<file path="src/rtl/seq_det_pkg.sv">
// ----------------------------------------------------------------------------
// seq_det_pkg
// Shared helpers for the parametrised sequence detector family.
//   clog2     : ceiling log2, used to size the match-length state.
//   next_len  : matched-prefix length after appending bit b to a k-bit
//               matched prefix (failure-function / KMP transition). Called
//               only at elaboration to build a constant next-state table.
// ----------------------------------------------------------------------------
package seq_det_pkg;

  localparam int MAX_PAT_W = 16;

  function automatic int clog2(input int value);
    int res;
    int v;
    res = 0;
    v   = value - 1;
    while (v > 0) begin
      res++;
      v = v >> 1;
    end
    return res;
  endfunction

  // The pattern is read MSB-first: pattern[pat_w-1] is the first bit received.
  // Builds the sequence "first k pattern bits, then b" and returns the length
  // of the longest pattern prefix that is also a suffix of that sequence.
  function automatic int next_len(input logic [MAX_PAT_W-1:0] pattern,
                                  input int                   pat_w,
                                  input int                   k,
                                  input logic                 b);
    logic [MAX_PAT_W:0] s;
    int                 best;
    logic               hit;
    s    = '0;
    best = 0;
    for (int i = 0; i < k; i++) s[i] = pattern[pat_w-1-i];
    s[k] = b;
    for (int len = 1; (len <= pat_w) && (len <= k + 1); len++) begin
      hit = 1'b1;
      for (int j = 0; j < len; j++) begin
        if (s[k+1-len+j] != pattern[pat_w-1-j]) hit = 1'b0;
      end
      if (hit) best = len;
    end
    return best;
  endfunction

endpackage

</file>
<file path="src/rtl/sat_counter.sv">
// ----------------------------------------------------------------------------
// sat_counter
// Saturating up-counter with synchronous clear.
//   clk    in  clock
//   rst_n  in  synchronous active-low reset
//   inc    in  add one (ignored once the counter is at all-ones)
//   clr    in  synchronous clear, wins over inc
//   count  out current value, W bits
// ----------------------------------------------------------------------------
module sat_counter #(
  parameter int W = 8
) (
  input  logic         clk,
  input  logic         rst_n,
  input  logic         inc,
  input  logic         clr,
  output logic [W-1:0] count
);

  always_ff @(posedge clk) begin
    if (!rst_n) begin
      count <= '0;
    end else if (clr) begin
      count <= '0;
    end else if (inc && (count != '1)) begin
      count <= count + 1'b1;
    end
  end

endmodule

</file>
<file path="src/rtl/seq_det_param.sv">
// ----------------------------------------------------------------------------
// seq_det_param
// Parametrised Moore sequence detector. The state is the length of the
// currently matched pattern prefix (S0..S<PAT_W>); S<PAT_W> is the detect
// state. Transitions come from a constant table built at elaboration.
//   i_clk        in  clock, rising edge
//   i_rst_n      in  synchronous active-low reset
//   i_enable     in  qualifies i_seq; low holds all state
//   i_seq        in  serial data bit
//   i_clear      in  synchronous clear of match state and hit counter
//   o_detect     out registered flag, high while in S<PAT_W>
//   o_count      out saturating number of detections since reset/clear
//   o_match_len  out current matched prefix length (debug)
// ----------------------------------------------------------------------------
module seq_det_param
  import seq_det_pkg::*;
#(
  parameter int             PAT_W   = 4,
  parameter logic [PAT_W-1:0] PATTERN = 4'b1011,
  parameter bit             OVERLAP = 1'b1,
  parameter int             CNT_W   = 8
) (
  input  logic                        i_clk,
  input  logic                        i_rst_n,
  input  logic                        i_enable,
  input  logic                        i_seq,
  input  logic                        i_clear,
  output logic                        o_detect,
  output logic [CNT_W-1:0]            o_count,
  output logic [clog2(PAT_W+1)-1:0]   o_match_len
);

  localparam int LEN_W = clog2(PAT_W + 1);
  localparam logic [LEN_W-1:0] FULL = LEN_W'(PAT_W);

  logic [LEN_W-1:0] state;
  logic [LEN_W-1:0] next_state;
  logic             hit;

  // Indexed by {state, bit}. Without overlap the detect-state row reuses the
  // S0 transitions, so matching restarts after each detection.
  logic [LEN_W-1:0] next_tbl [2*(PAT_W+1)];

  for (genvar k = 0; k <= PAT_W; k++) begin : g_row
    for (genvar b = 0; b < 2; b++) begin : g_col
      localparam int SRC = ((k == PAT_W) && !OVERLAP) ? 0 : k;
      assign next_tbl[2*k+b] =
        LEN_W'(next_len(MAX_PAT_W'(PATTERN), PAT_W, SRC, 1'(b)));
    end
  end

  assign next_state = next_tbl[{state, i_seq}];

  // Counts every accepted bit that lands in the detect state, including
  // staying there; a held detect state does not count again.
  assign hit = i_enable && !i_clear && (next_state == FULL);

  // NOTE: state registers use non-blocking assignments so every flop samples
  // pre-edge values, independent of block evaluation order.
  always_ff @(posedge i_clk) begin
    if (!i_rst_n) begin
      state    <= '0;
      o_detect <= 1'b0;
    end else if (i_clear) begin
      state    <= '0;
      o_detect <= 1'b0;
    end else if (i_enable) begin
      state    <= next_state;
      o_detect <= (next_state == FULL);
    end
  end

  assign o_match_len = state;

  sat_counter #(
    .W (CNT_W)
  ) u_hit_cnt (
    .clk   (i_clk),
    .rst_n (i_rst_n),
    .inc   (hit),
    .clr   (i_clear),
    .count (o_count)
  );

endmodule

</file>
<file path="config.mk">
export PLATFORM = sky130hd
export DESIGN_NAME = seq_det_param
export DESIGN_NICKNAME = d
export VERILOG_FILES = /design/src/rtl/seq_det_pkg.sv /design/src/rtl/sat_counter.sv /design/src/rtl/seq_det_param.sv
export SDC_FILE = /design/constraint.sdc
export NUM_CORES = 1
export LEC_CHECK = 0
export CAP_MARGIN = 20
export CORE_MARGIN = 2
export CORE_UTILIZATION = 46
export CTS_CLUSTER_DIAMETER = 100
export DETAILED_ROUTE_END_ITERATION = 10
export GPL_TIMING_DRIVEN = 0
export PLACE_DENSITY = 0.75
export SLEW_MARGIN = 20
export SYNTH_ARGS = -nofsm -noshare
export SYNTH_HDL_FRONTEND = slang
export SYNTH_SLANG_ARGS = --single-unit
</file>
<file path="constraint.sdc">
create_clock -name i_clk -period 2.3 [get_ports i_clk]
set_input_delay 0.46 -clock i_clk [delete_from_list [all_inputs] [get_ports i_clk]]
set_output_delay 0.46 -clock i_clk [all_outputs]
set_load 0.02 [all_outputs]
</file>
Word-level counts from Yosys, hierarchy flattened
Memory sizes are Yosys's and may differ from the RTL's.
Cells that the tools add are included.
{"block": "word_totals", "romBits": 48, "input_bits": 5, "register_bits": 12, "mem_count": 1, "output_inout_bits": 12}
{"memory": "(name not given)", "words": 16, "word_bits": 3, "read_ports": 1, "rd_clocked_by_memory_dff": 0, "wr": 0, "line": "seq_det_param.sv:52", "source": "assign next_state = next_tbl[{state, i_seq}];"}
{"block": "op_classes", "n_lt_le_gt_ge": 1, "add_sub_neg": 1, "eq_ne": 2, "muxes": 2, "n_reduce_logical": 5, "n_bitwise": 2}
{"op": "$add 8x1->8 const B", "n": 1}
{"op": "$ne 8x8->1 const B", "n": 1}
{"op": "$mux 3", "n": 2}
{"op": "$ge 5x5->1 const B", "n": 1}
{"op": "$not 4->5", "n": 1}
{"op": "$eq 3x3->1 const B", "n": 1}
{"op": "$logic_and 1x1->1", "n": 3}
{"op": "$reduce_or 2->1", "n": 1}
{"op": "$logic_not 1->1", "n": 1}
{"op": "$not 1->1", "n": 1}

Logic depth before layout (Yosys ltp)
Gate-level depths: netlist of the first run.
{"block": "depth", "depth_word": 7, "ltp_mapped": 6}

Modules after synthesis
Synthesis of the first run repeated with hierarchy kept, for this count alone.
{"block": "unflattened", "hier_cells": 76, "area_unflattened_um2": 666.9}
{"mod": "sat_counter", "area_per_inst_um2": 421.7, "cells_per_inst": 46, "seq_area_each_um2": 160.2, "instances": 1}
{"mod": "seq_det_param", "area_per_inst_um2": 245.2, "cells_per_inst": 30, "seq_area_each_um2": 80.1, "instances": 1}

Least setup slack after synthesis of the first run
OpenSTA, ideal clock, no wires.
{"block": "synth_path", "kind": "register -> register", "start": "reg state[0], in the netlist o_match_len[0]", "end": "reg u_hit_cnt.count[4]", "t_required_ns": 2.229, "path_buffers": 0, "arrival_time_ns": 1.686, "synth_period_minus_slack_ns": 1.757, "stages_incl_launch_ff": 7, "setup_slack_ns": 0.543, "path_cell_list": "dfxtp_1 inv_1 ha_1 and4bb_4 o211ai_4 or3_1 a21oi_1"}
{"block": "synth_between", "elab_chain_len": 7}
{"item": "start, declared", "line": "seq_det_param.sv:36", "source": "logic [LEN_W-1:0] state;"}
{"item": "start signal, assigned", "line": "seq_det_param.sv:68", "source": "state <= next_state;"}
{"item": "$not 4->5 (not written as such)", "line": "seq_det_param.sv:52"}
{"item": "$mem_v2 16x3"}
{"item": "$mux 3 (not written as such) (2 in a row)", "line": "seq_det_param.sv:52"}
{"item": "$eq 3x3->1", "line": "seq_det_param.sv:56", "source": "assign hit = i_enable && !i_clear && (next_state == FULL);"}
{"item": "$logic_and 1x1->1", "line": "seq_det_param.sv:56"}
{"item": "$logic_and 1x1->1", "line": "sat_counter.sv:25", "source": "end else if (inc && (count != '1)) begin"}
{"item": "end signal, assigned", "line": "sat_counter.sv:26", "source": "count <= count + 1'b1;"}
{"item": "end, declared", "line": "sat_counter.sv:17", "source": "output logic [W-1:0] count"}
Every way passes these cells. The select of a mux whose other input is x is not followed.
A chain may end at the register's enable or synchronous reset.

Worst setup path after layout of the first run
{"block": "layout_path", "start": "in i_seq", "end": "reg u_hit_cnt.count[5]"}
{"block": "layout_between", "elab_chain_len": 7}
{"item": "start, declared", "line": "seq_det_param.sv:26", "source": "input logic i_seq,"}
{"item": "$not 4->5 (not written as such)", "line": "seq_det_param.sv:52"}
{"item": "$mem_v2 16x3"}
{"item": "$mux 3 (not written as such) (2 in a row)", "line": "seq_det_param.sv:52"}
{"item": "$eq 3x3->1", "line": "seq_det_param.sv:56"}
{"item": "$logic_and 1x1->1", "line": "seq_det_param.sv:56"}
{"item": "$logic_and 1x1->1", "line": "sat_counter.sv:25"}
Every way passes these cells. The select of a mux whose other input is x is not followed.

==> run_results.csv, run 1 <==
group,metric,value,unit
global_routing,first_global_vias,463,
min_path,hold_start,"u_hit_cnt.count[6]$_SDFFE_PP0P_",
timing,finalSetupViolCount,0,
worst_setup_path,crit_end,"u_hit_cnt.count[5]$_SDFFE_PP0P_",
worst_setup_path,timing.rr.end,"u_hit_cnt.count[4]$_SDFFE_PP0P_",
floorplan,die_h,41.9,um
synthesis,synth_top_area_share,36.4,%
placed_design,gp_congestion,0.852,
clock_tree,cts_buffers,3,
global_routing,grt_pass1_wl,2040,um
timing,relSlewSlack,69.7,%
detailed_routing,route.met3.wl,55,um
worst_setup_path,critical_path_class,"input pin to flip-flop",
worst_setup_path,crit_fanout,5,
detailed_routing,met1_length,699,um
timing,fin_skew,0.00214,ns
layout,stdcell_count,105,
synthesis,synthCells,71,
timing,fmax,491,MHz
clock_tree,clk_pin_slew,0.07,ns
layout,num-fill-cells,128,
status,status,"completed",
synthesis,syn_area,661,sq um
layout,multiInputGateArea,398,sq um
detailed_routing,routed.top_layer,"met4",
synthesis,synth_area_per_cell,9.30,sq um
synthesis,synth.distinct_cells,29,
global_routing,grt_max_degree,11,
floorplan,design.die.area,0.00176,sq mm
detailed_routing,dr.pass1.iters,4,
detailed_routing,wl_per_cell,12.8,um
floorplan,rows,13,
synthesis,yosys.area.top_type,"dfxtp_1",
clock_tree,post_cts_buffers,0,
global_routing,grt_antenna_before_repair,0,
layout,drive_gt1_share,8.89,%
clock_tree,cts.sinks,12,
min_path,hp-class,"flip-flop to flip-flop",
worst_setup_path,crit_start,"i_seq",
floorplan,core,0.00132,sq mm
floorplan,initial_utilization,50.1,%
layout,fin_nets,101,
detailed_routing,avgViaCountPerCell,5.36,
placed_design,port-buffer-count,16,
worst_setup_path,r2r_cells,6,
timing,tns,0,ns
synthesis,syn_nets,80,
global_routing,grt_overflow_total,0,
floorplan,boundaryPins,17,
detailed_routing,wl_met2,569,um
synthesis,yosys_warnings,0,
synthesis,yosysSeqAreaShare,36.4,%
timing,hold_viol,0,
detailed_routing,drc_errors,0,
worst_setup_path,required,2.50,ns
timing,post-route-period-util,88.5,%
job,max_cap_violations,0,
clock_tree,cts_tree,"yes",
layout,final_util,65.4,%
placed_design,place_inst,102,
synthesis,ys_ff_latch,12,
layout,syn_to_final_growth,30.5,%
clock_tree,cts_hold_buf,0,
synthesis,ys_top_cells_by_area,"dfxtp_1 (36%), ha_1 (7.6%), nor2_1 (4.5%)",
power_and_ir_drop,max-vdd-ir-drop,271,uV
clock_tree,clkLatencyLatePin,0.26,ns
layout,antennaDiodeCount,0,
power_and_ir_drop,p_leak,0.307,nW
timing,worst_pin_slew,0.454,ns
clock_tree,clk_path_buf_depth,2,
detailed_routing,vias,563,
placed_design,place_hpwl,979,um
clock_tree,cts_resized,0,
worst_setup_path,timing.rr.start,"o_match_len[0]$_SDFFE_PP0P_",
detailed_routing,first_iter_violations,4,
worst_setup_path,crit_arrival,2.23,ns
floorplan,die_w,41.9,um
timing,fin_crit,2.04,ns
worst_setup_path,r2r_slack,0.51,ns
timing,grt_setup_unrepaired,"no",
global_routing,grt_usage,15.2,%
worst_setup_path,start_kind,"input pin",
clock_tree,cts-root-buf,"clkbuf_4",
power_and_ir_drop,p_per_area,425,mW/mm^2
clock_tree,htree_levels,1,
detailed_routing,antenna_left,0,
layout,seqCellArea,240,sq um
detailed_routing,routed_wl,1350,um
timing,slew_viol_final,0,
worst_setup_path,endpoint_kind,"flip-flop",
## cells in the final DEF (no fill, tap or decap)
master            n
nand2_1           5
o21ai_0           3
and4_1            1
o211ai_4          1
ha_1              4
o2111ai_1         1
inv_1             5
a21oi_1           5
nand4_2           1
nand4_1           1
a211oi_1          2
nor2_1            8
nand3_1           2
clkdlybuf4s50_1  16
dfxtp_1          12
o41a_1            1
and2b_1           1
nor2b_1           1
nand2b_1          1
mux2i_1           2
xor2_1            3
clkbuf_4          3
and4bb_4          1
o2111ai_4         1
nor3_1            1
or3_1             3
a31oi_1           1
and3_1            1
o211ai_1          1
and3b_4           1
clkbuf_1          1
## per-layer routing
metal | global-route usage [%] | vias to the layer above
met5 | 0 | -
met3 | 3.04 | 2
met2 | 20.6 | 11
met4 | 9.68 | 0
li1 | - | 292
met1 | 21.5 | 258
## area by class of cell
cell class	count	area share [%]
Clock buffer	3	2.61
Timing Repair Buffer	16	18.6
Inverter	5	2.18
Sequential cell	12	27.9
Buffer	1	0.435
Multi-Input combinational cell	53	46.2
Tap cell	15	2.18
## metrics by stage
step	total power, W	worst slack (ns)	hold WS (ns)	cell area (sq um)
4_1_cts	0.000373	0.274	0.523	862
3_3_place_gp	0.000243	0.0196	0.501	840
2_1_floorplan	0.000229	0.543	0.556	661
5_1_grt	0.000378	0.166	0.549	862
3_5_place_dp	0.000243	-0.0146	0.508	840
6_report	0.000366	0.264	0.519	862
## worst min-delay path by stage
| stage | endpoint | slack, ns | cells past startpoint |
|---|---|---|---|
| 3_3_place_gp | u_hit_cnt.count[6]$_SDFFE_PP0P_ | 0.50 | 2 |
| 4_1_cts | u_hit_cnt.count[6]$_SDFFE_PP0P_ | 0.52 | 2 |
| 6_report | u_hit_cnt.count[6]$_SDFFE_PP0P_ | 0.52 | 2 |
| 2_1_floorplan | o_match_len[0]$_SDFFE_PP0P_ | 0.56 | 1 |
| 3_5_place_dp | u_hit_cnt.count[6]$_SDFFE_PP0P_ | 0.51 | 2 |
| 5_1_grt | u_hit_cnt.count[6]$_SDFFE_PP0P_ | 0.55 | 2 |
## report_power, final
group	switching, W	internal [W]	total (W)
logic	0.0000149	0.0000140	0.0000289
clock network	0.0000671	0.0000605	0.000128
registers	0.00000124	0.000208	0.000210
total	0.0000833	0.000283	0.000366
## critical path, cell delays in order
cell and delay (ns):
clkdlybuf4s50_1 0.54, inv_1 0.08, ha_1 0.30, and3b_4 0.24, o2111ai_4 0.15, or3_1 0.33, a21oi_1 0.14
## cells in the mapped netlist
master / instances
dfxtp_1: 12
nor2_1: 8
a21oi_1: 5
inv_1: 5
nand2_1: 5
ha_1: 4
o21ai_0: 3
or3_1: 3
xor2_1: 3
a211oi_1: 2
mux2i_1: 2
nand3_1: 2
a31oi_1: 1
and2b_1: 1
and3_1: 1
and3b_4: 1
and4_1: 1
and4bb_4: 1
clkbuf_1: 1
nand2b_1: 1
nand4_1: 1
nand4_2: 1
nor2b_1: 1
nor3_1: 1
o2111ai_1: 1
o2111ai_4: 1
o211ai_1: 1
o211ai_4: 1
o41a_1: 1
## cell families after synthesis
group	count (synthesis)	share of synthesized area, %
fa+ha+maj	4	7.58
mux	2	3.03
buf+inv	6	3.41
flops	12	36.4
compound gates	16	20.6
simple gates	28	25.0
xor+xnor	3	3.98
## sequential cells by signal (all words and copies together), names as in the netlist
name / count
u_hit_cnt.count: 8
o_match_len: 3
o_detect: 1
Power figures use the tool's default switching activity.
==> inputs of run 2 (changes only) <==
Settings changed: CORE_UTILIZATION 46 to 25, PLACE_DENSITY 0.75 to 0.46.
Clock period 2.3 ns to 2 ns, I/O delays scaled along.
==> run_results.csv, run 2 (same netlist as run 1, synthesis figures left out) <==
group,metric,value,unit
worst_setup_path,crit_fanout,5,
worst_setup_path,cp_slowest_cell,"dfxtp_1",
detailed_routing,first_iter_violations,1,
detailed_routing,antenna_left,0,
power_and_ir_drop,sw_frac_of_total,22.1,%
placed_design,port-buffer-count,16,
power_and_ir_drop,p_leak,0.324,nW
clock_tree,htree_levels,1,
worst_setup_path,start_kind,"flip-flop",
worst_setup_path,r2r_slack,0.21,ns
timing,post-route-period-util,89.7,%
layout,seqCellArea,240,sq um
layout,syn_to_final_growth,35.8,%
floorplan,initial_utilization,26.4,%
global_routing,grt_overflow_total,0,
placed_design,place_ws,-0.248,ns
layout,layout_commonest_cell,"clkdlybuf4s50_1",
layout,largest_register_ffs,8,
timing,hold_viol,0,
timing,fmax,557,MHz
floorplan,design.die.area,0.00307,sq mm
clock_tree,clk_pin_slew,0.08,ns
clock_tree,cts_buffers,3,
layout,num-fill-cells,264,
floorplan,core,0.00250,sq mm
detailed_routing,vias,564,
job,max_cap_violations,0,
power_and_ir_drop,power.switching,0.000104,W
layout,multiInputGateArea,398,sq um
clock_tree,cts_tree,"yes",
timing,slew_viol_final,0,
power_and_ir_drop,max-vdd-ir-drop,209,uV
placed_design,place_hpwl,1070,um
timing,fin_crit,1.79,ns
status,status,"completed",
placed_design,place_inst,117,
floorplan,die_h,55.4,um
detailed_routing,routed_wl,1410,um
global_routing,grt_antenna_before_repair,0,
placed_design,gp_congestion,0.762,
worst_setup_path,crit_arrival,2.00,ns
clock_tree,cts.sinks,12,
power_and_ir_drop,p_int,0.000366,W
global_routing,grt_pass1_wl,2420,um
clock_tree,clkLatencyLatePin,0.27,ns
detailed_routing,dr.pass1.iters,3,
power_and_ir_drop,p_per_area,524,mW/mm^2
floorplan,boundaryPins,17,
timing,fin_skew,0.00133,ns
power_and_ir_drop,pwr-share-clk,41.6,%
timing,relSlewSlack,70.2,%
layout,drive_gt1_share,9.89,%
clock_tree,cts_hold_buf,0,
timing,fin_ws,0.206,ns
timing,finalSetupViolCount,0,
power_and_ir_drop,seqPwrFrac,51.3,%
detailed_routing,wl_per_cell,11.7,um
detailed_routing,avgViaCountPerCell,4.66,
timing,worst_pin_slew,0.447,ns
global_routing,grt_usage,10.0,%
layout,antennaDiodeCount,0,
worst_setup_path,required,2.21,ns
min_path,hp-class,"flip-flop to flip-flop",
clock_tree,clk_path_buf_depth,2,
floorplan,die_w,55.4,um
clock_tree,cts_resized,0,
layout,final_cell_mix,"clkdlybuf4s50_1 (15), dfxtp_1 (12), nor2_1 (8)",
detailed_routing,drc_errors,0,
floorplan,rows,18,
power_and_ir_drop,pwr-share-comb,7.1,%
layout,regMostFlops,"u_hit_cnt.count",
clock_tree,cts-root-buf,"clkbuf_4",
global_routing,first_global_vias,541,
worst_setup_path,endpoint_kind,"flip-flop",
timing,grt_setup_unrepaired,"no",
worst_setup_path,path_cells,"inv_1 > ha_1 > and4bb_4 > o2111ai_4 > or3_1 > a21oi_1",
timing,holdWs,0.517,ns
global_routing,grt_max_degree,11,
worst_setup_path,critical_path_class,"flip-flop to flip-flop",
clock_tree,post_cts_buffers,0,
worst_setup_path,slowest_delay,0.42,ns
layout,stdcell_count,121,
layout,fin_nets,101,
run 2: path summary, 6_finish.rpt:
check,depth (start not counted),startpoint,to
worst max-delay path,6,o_match_len[0]$_SDFFE_PP0P_,u_hit_cnt.count[7]$_SDFFE_PP0P_
worst min-delay path,2,u_hit_cnt.count[6]$_SDFFE_PP0P_,u_hit_cnt.count[6]$_SDFFE_PP0P_
worst max register to register,6,o_match_len[0]$_SDFFE_PP0P_,u_hit_cnt.count[7]$_SDFFE_PP0P_
worst min register to register,2,u_hit_cnt.count[6]$_SDFFE_PP0P_,u_hit_cnt.count[6]$_SDFFE_PP0P_
run 2: metal layers:
layer	wire [um]	global-route usage (%)	vias to the layer above	part of all wire (%)
met2	616	14.8	9	44
met4	46	7.32	0	3.3
met1	711	12.8	254	50
met5	0	0	-	0
met3	38	2.11	4	2.7
li1	-	-	297	-
run 2: area by class of cell:
| cell class | instances | share of cell area (%) |
|---|---|---|
| buffer | 1 | 0.418 |
| clock buffer | 4 | 4.04 |
| inverter | 5 | 2.09 |
| sequential | 12 | 26.8 |
| timing repair buffer | 16 | 18.1 |
| tap | 30 | 4.18 |
| multi-input combinational | 53 | 44.4 |
run 2: metrics by stage:
step	util, %	area (sq um)	power, W	setup TNS [ns]
2_1_floorplan	-	661	0.000264	0
3_3_place_gp	34.3	858	0.000281	-0.802
3_5_place_dp	34.3	858	0.000281	-0.901
4_1_cts	35.8	895	0.000479	0
5_1_grt	35.9	897	0.000497	0
6_report	35.9	897	0.000470	0
run 2: critical path, delay by kind of cell (launching register included):
family,cells,cell delay [ns]
and+or+nand+nor,2,0.74
DFF,1,0.42
adders and majority gates,1,0.22
AOI/OAI and AO/OA,2,0.28
buffers and inverters,1,0.07
run 2: power groups by stage:
stage | Clock (W) | Combinational [W] | Sequential, W
2_1_floorplan | 0 | 0.0000162 | 0.000248
4_1_cts | 0.000203 | 0.0000342 | 0.000241
3_3_place_gp | 0 | 0.0000340 | 0.000247
6_report | 0.000196 | 0.0000334 | 0.000241
5_1_grt | 0.000218 | 0.0000373 | 0.000241
3_5_place_dp | 0 | 0.0000341 | 0.000247
